## src/rtl/mem_arbiter.sv

```systemverilog
// rtl/mem_arbiter.sv - round-robin arbiter sharing one memory between fetch and data ports
module mem_arbiter #(
    parameter int ADDR_W      = 20,
    parameter int DATA_W      = 16,
    parameter int WAIT_CYCLES = 0
) (
    input  logic              clk,
    input  logic              rst,
    input  logic              i_req,
    input  logic [ADDR_W-1:0] i_addr,
    output logic [DATA_W-1:0] i_rdata,
    output logic              i_ack,
    input  logic              d_req,
    input  logic              d_we,
    input  logic [ADDR_W-1:0] d_addr,
    input  logic [DATA_W-1:0] d_wdata,
    output logic [DATA_W-1:0] d_rdata,
    output logic              d_ack,
    output logic              mem_write,
    output logic              mem_enable,
    output logic [ADDR_W-1:0] mem_addr,
    output logic [DATA_W-1:0] mem_in,
    input  logic [DATA_W-1:0] mem_out
);

    typedef enum logic [1:0] {
        IDLE   = 2'd0,
        ACCESS = 2'd1,
        RESP   = 2'd2
    } state_t;

    // Port identifiers used for last_grant and the current owner of the memory.
    localparam logic PORT_FETCH = 1'b0;
    localparam logic PORT_DATA  = 1'b1;

    // The wait counter is 4 bits wide, so WAIT_CYCLES is limited to 0..15.
    localparam logic [3:0] WAIT_INIT = 4'(WAIT_CYCLES);

    state_t     state;
    logic [3:0] wait_cnt;
    logic       last_grant;   // port served by the most recent completed access
    logic       cur_port;     // port owning the access in progress

    logic       grant_valid;
    logic       grant_port;

    // Grant decision: full round-robin in IDLE; in RESP only the port that was
    // not just served may win, since the served port still holds its req this cycle.
    always_comb begin
        grant_valid = 1'b0;
        grant_port  = PORT_FETCH;
        case (state)
            IDLE: begin
                if (i_req && d_req) begin
                    grant_valid = 1'b1;
                    grant_port  = (last_grant == PORT_FETCH) ? PORT_DATA : PORT_FETCH;
                end else if (d_req) begin
                    grant_valid = 1'b1;
                    grant_port  = PORT_DATA;
                end else if (i_req) begin
                    grant_valid = 1'b1;
                    grant_port  = PORT_FETCH;
                end
            end
            RESP: begin
                if (last_grant == PORT_DATA) begin
                    grant_valid = i_req;
                    grant_port  = PORT_FETCH;
                end else begin
                    grant_valid = d_req;
                    grant_port  = PORT_DATA;
                end
            end
            default: begin
                grant_valid = 1'b0;
                grant_port  = PORT_FETCH;
            end
        endcase
    end

    // Access sequencer: registers the memory strobes, address, write data,
    // read data and the one-cycle acknowledges.
    always_ff @(posedge clk or posedge rst) begin
        if (rst) begin
            state      <= IDLE;
            wait_cnt   <= 4'd0;
            last_grant <= PORT_FETCH;
            cur_port   <= PORT_FETCH;
            mem_enable <= 1'b1;
            mem_write  <= 1'b1;
            mem_addr   <= '0;
            mem_in     <= '0;
            i_ack      <= 1'b0;
            d_ack      <= 1'b0;
            i_rdata    <= '0;
            d_rdata    <= '0;
        end else begin
            i_ack <= 1'b0;
            d_ack <= 1'b0;
            case (state)
                IDLE, RESP: begin
                    if (grant_valid) begin
                        cur_port   <= grant_port;
                        mem_addr   <= (grant_port == PORT_DATA) ? d_addr : i_addr;
                        mem_in     <= (grant_port == PORT_DATA) ? d_wdata : mem_in;
                        mem_write  <= ~((grant_port == PORT_DATA) && d_we);
                        mem_enable <= 1'b0;
                        wait_cnt   <= WAIT_INIT;
                        state      <= ACCESS;
                    end else begin
                        state <= IDLE;
                    end
                end
                ACCESS: begin
                    if (wait_cnt != 4'd0) begin
                        wait_cnt <= wait_cnt - 4'd1;
                    end else begin
                        if (cur_port == PORT_DATA) begin
                            d_ack <= 1'b1;
                            // mem_write is still low here for a write, which leaves d_rdata alone
                            if (mem_write) begin
                                d_rdata <= mem_out;
                            end
                        end else begin
                            i_ack   <= 1'b1;
                            i_rdata <= mem_out;
                        end
                        mem_enable <= 1'b1;
                        mem_write  <= 1'b1;
                        last_grant <= cur_port;
                        state      <= RESP;
                    end
                end
                default: begin
                    state      <= IDLE;
                    mem_enable <= 1'b1;
                    mem_write  <= 1'b1;
                end
            endcase
        end
    end

endmodule

```

## config.mk

```make
export PLATFORM = sky130hd
export DESIGN_NAME = mem_arbiter
export DESIGN_NICKNAME = d
export VERILOG_FILES = /design/src/rtl/mem_arbiter.sv
export SDC_FILE = /design/constraint.sdc
export NUM_CORES = 1
export LEC_CHECK = 0
export BUFFER_PORTS_ARGS = -buffer_cell sky130_fd_sc_hd__buf_2
export CORE_MARGIN = 3
export CORE_UTILIZATION = 47
export DETAILED_ROUTE_END_ITERATION = 7
export PLACE_DENSITY = 0.9
export SKIP_CTS_REPAIR_TIMING = 1
export SYNTH_ARGS = -nofsm -noshare
export SYNTH_HDL_FRONTEND = slang
export SYNTH_SLANG_ARGS = --single-unit
export TNS_END_PERCENT = 100
```

## constraint.sdc

```tcl
create_clock -name clk -period 2.8 [get_ports clk]
set_input_delay 0.14 -clock clk [delete_from_list [all_inputs] [get_ports clk]]
set_output_delay 0.14 -clock clk [all_outputs]
set_load 0.01 [all_outputs]
```

==> qor_table.md <==
| Stage | Result | This run |
|---|---|---|
| place | Routability-driven placement congestion ratio | 0.740 |
| critical path | Arrival time at the worst endpoint | 2250 ps |
| timing | Count of final hold-check violations | 52 |
| yosys | Post-synthesis area per instance | 13.6 um^2 |
| critical path | Largest fanout on the critical path | 14 |
| clocking | Clk_lat worst skew | 340 ps |
| layout | Diode count | 0 |
| status | Violated checks | negative hold slack |
| timing | Measured slew at the worst slew-check pin | 922 ps |
| die | Ports | 149 |
| timing | Setup_tns | 0 ps |
| die | Total die area | 0.00796 mm^2 |
| drt | Post-detailed-route DRC marker count | 0 |
| drt | Number of DRC markers in iteration 0 | 33 |
| yosys | Syn_nets | 317 |
| drt | Detailed-route wire length | 7330 um |
| critical path | Worst endpoint required time | 3010 ps |
| clocking | Clock-pin slew of the registers on the worst-case setup and hold paths | 90 ps |
| timing | Final hold slack | -40.4 ps |
| drt | First-pass detailed-route iteration total | 4 |
| critical path | Critical path class | reg -> reg |
| clocking | CTS tree | yes |
| die | DIE HEIGHT | 89.2 um |
| yosys | Warnings, synthesis | 0 |
| global routing | Pin count of the biggest net entering global routing | 56 |
| timing | Post-layout minimum cycle time | 2030 ps |
| critical path | Crit Reg-Reg Startpoint | state[1] |
| yosys | Number of flip-flops and latches in the synthesized netlist | 80 |
| layout | Post-synthesis to final-layout area growth | 31.3% |
| timing | Unrepaired setup endpoints after global routing | false |
| timing | Final Max Slew Viols | 0 |
| global routing | GRT Total Usage | 18.5% |
| power | Peak supply drop | 0.602 mV |
| status | Run status | finished with violations |
| place | Placed cell count | 457 |
| timing | Count of endpoints failing setup in the final report | 0 |
| die | Starting density of the core | 49.9% |
| layout | FILL cells | 508 |
| power | Lkg Pwr | 2.07 nW |
| clocking | Clk sinks | 80 |
| critical path | Critical Path Source | state[1] |
| timing | Top achievable clock speed | 492 MHz |
| power | Post-layout power | 0.00500 W |
| drt | Via density per instance | 5.05 |
| clocking | Number of CTS-inserted buffers | 9 |
| global routing | Antenna violations before repair | 0 |
| global routing | Grt total ovfl | 0 |
| critical path | Launching element type of the critical path | flop |
| run | Max-cap violation count | 0 |
| yosys | Cells after synthesis | 239 |
| place | Final HPWL DP | 5540 um |
| die | Core Footprint | 0.00653 mm^2 |
| global routing | Number of global-route vias before repair | 2436 |
| clocking | Maximum number of buffers from clock root to sink | 2 |
| drt | Number of nets still failing antenna checks after routing | 0 |
| layout | Fraction of final layout cells sized beyond drive strength 1 | 52.1% |
| clocking | Deepest level of the CTS H-tree | 3 |
| timing | Slew margin rel. | 38.5% |
| die | Die span in x | 89.2 um |
| power | PwrDens | 1170 mW/mm^2 |
| yosys | Sequential element share of the synthesized area | 61.5% |
| timing | Max Clock Skew | 11.4 ps |
| layout | Layout net count | 470 |
| yosys | Post-Syn Area | 0.00326 mm^2 |
| yosys | Synth unique cells | 30 |
| global routing | Wire length of the first global-routing pass | 11200 um |
| die | Count of standard-cell rows | 29 |
| critical path | Capturing element type of the critical path | flop |
| drt | Wire length per cell | 15.5 um |
| clocking | Clock Root Buffer | sky130_fd_sc_hd__clkbuf_8 |
| place | PortBufs | 148 |
| layout | Fin cells | 474 |
| hold path | Class of the tightest hold or removal check | in -> async |
| timing | Ratio of final minimum period to clock period | 72.6% |
| drt | Vias | 2394 |
cell families after synthesis:
logic type	Yosys count	synth area share, %
compound gates	28	4.53
simple gates	42	6.91
flops	80	61.5
fa+ha+maj	1	0.384
buf+inv	16	2.69
xor+xnor	2	0.538
mux	70	23.4
synth_stat cells:
cell	number	area, um^2
sky130_fd_sc_hd__nor3_2	1	10.0
sky130_fd_sc_hd__or3b_2	1	8.76
sky130_fd_sc_hd__o21ai_0	4	20.0
sky130_fd_sc_hd__ha_1	1	12.5
sky130_fd_sc_hd__o22ai_1	1	6.26
sky130_fd_sc_hd__nor3_1	1	5.00
sky130_fd_sc_hd__buf_6	2	22.5
sky130_fd_sc_hd__mux2i_1	21	210
sky130_fd_sc_hd__buf_2	7	35.0
sky130_fd_sc_hd__dfrtp_1	78	1950
sky130_fd_sc_hd__and2_1	2	12.5
sky130_fd_sc_hd__a211oi_1	1	7.51
sky130_fd_sc_hd__o21a_1	1	7.51
sky130_fd_sc_hd__nand2_1	3	11.3
sky130_fd_sc_hd__clkbuf_1	1	3.75
sky130_fd_sc_hd__mux2_2	30	338
sky130_fd_sc_hd__inv_1	5	18.8
sky130_fd_sc_hd__nand3_1	3	15.0
sky130_fd_sc_hd__nand2b_1	1	6.26
sky130_fd_sc_hd__a31oi_1	1	6.26
sky130_fd_sc_hd__dfstp_2	2	52.6
sky130_fd_sc_hd__xor2_1	2	17.5
sky130_fd_sc_hd__and4bb_4	1	16.3
sky130_fd_sc_hd__nand3_4	1	17.5
sky130_fd_sc_hd__nor3b_1	2	15.0
sky130_fd_sc_hd__nor2b_4	1	13.8
sky130_fd_sc_hd__mux2_1	19	214
sky130_fd_sc_hd__a21oi_1	20	100
sky130_fd_sc_hd__nor2_1	25	93.8
sky130_fd_sc_hd__buf_4	1	7.51
routing by layer:
metal  vias to the layer above  share of wire [%]  global-route usage [%]
met5                         -                  0                       0
met4                         0                1.1                    6.77
met2                       115                 49                    32.1
met3                         8                9.5                    6.08
li1                       1135                  -                       -
met1                      1136                 40                    21.3
worst max-delay path, cell delays in order (launching register included):
cell and delay (ps):
sky130_fd_sc_hd__dfrtp_1 490, sky130_fd_sc_hd__o21a_1 270, sky130_fd_sc_hd__nor3_4 450, sky130_fd_sc_hd__buf_4 350
sky130_fd_sc_hd__mux2i_1 240, sky130_fd_sc_hd__a21oi_1 100
power by group:
group | total [W] | internal, W | switching [W]
logic | 0.00215 | 0.00105 | 0.00110
registers | 0.00208 | 0.00175 | 0.000332
clock network | 0.000772 | 0.000331 | 0.000441
total | 0.00500 | 0.00313 | 0.00187
final cells by class:
cell class	instances	area, um^2	area share (%)
clock buffer	9	124	2.90
clock inverter	7	55.1	1.29
inverter	5	20.0	0.468
multi-input combinational	143	1180	27.7
sequential	80	2000	46.9
tap	77	96.3	2.25
timing repair buffer	153	793	18.5
stage by stage:
stage / hold slack [ps] / area (um^2) / utilization [%] / setup slack, ps
floorplan: 207 / 3260 / - / 612
global placement: 302 / 4090 / 62.6 / 911
detailed placement: 306 / 4090 / 62.6 / 790
CTS: -66.8 / 4270 / 65.3 / 764
global route: 3.51 / 4280 / 65.5 / 653
finish: -40.4 / 4280 / 65.5 / 766
final timing paths:
kind | end | slack, ps | cells past startpoint
min | d_rdata[15] | -40 | 2
max reg2reg | mem_addr[17] | 770 | 5
max | mem_addr[17] | 770 | 5
min reg2reg | i_rdata[7] | 490 | 1
max in group asynchronous | i_rdata[5] | 1980 | 3
min in group clk | d_rdata[0] | 20 | 2
registers in the layout, indices dropped and copies added, names as in the netlist:
register    cells
i_rdata        16
state           2
mem_write       1
mem_addr       20
mem_enable      1
d_ack           1
last_grant      1
cur_port        1
i_ack           1
d_rdata        16
mem_in         16
wait_cnt        4
placed cells by master, fill, tap and decap left out, types with 2 or more instances in the layout:
| master | synthesis | final |
|---|---|---|
| sky130_fd_sc_hd__xor2_1 | 2 | 2 |
| sky130_fd_sc_hd__clkinv_2 | 0 | 2 |
| sky130_fd_sc_hd__mux2_1 | 19 | 19 |
| sky130_fd_sc_hd__nand3_1 | 3 | 3 |
| sky130_fd_sc_hd__nor3b_1 | 2 | 2 |
| sky130_fd_sc_hd__o21ai_0 | 4 | 4 |
| sky130_fd_sc_hd__clkbuf_8 | 0 | 9 |
| sky130_fd_sc_hd__dfstp_2 | 2 | 2 |
| sky130_fd_sc_hd__buf_4 | 1 | 3 |
| sky130_fd_sc_hd__mux2i_1 | 21 | 21 |
| sky130_fd_sc_hd__buf_2 | 7 | 148 |
| sky130_fd_sc_hd__inv_6 | 0 | 3 |
| sky130_fd_sc_hd__mux2_2 | 30 | 30 |
| sky130_fd_sc_hd__dfrtp_1 | 78 | 78 |
| sky130_fd_sc_hd__clkinvlp_4 | 0 | 2 |
| sky130_fd_sc_hd__nand2_1 | 3 | 3 |
| sky130_fd_sc_hd__a21oi_1 | 20 | 20 |
| sky130_fd_sc_hd__inv_1 | 5 | 4 |
| sky130_fd_sc_hd__nor2_1 | 25 | 25 |
| sky130_fd_sc_hd__and2_1 | 2 | 2 |
Power figures use the tool's default switching activity.
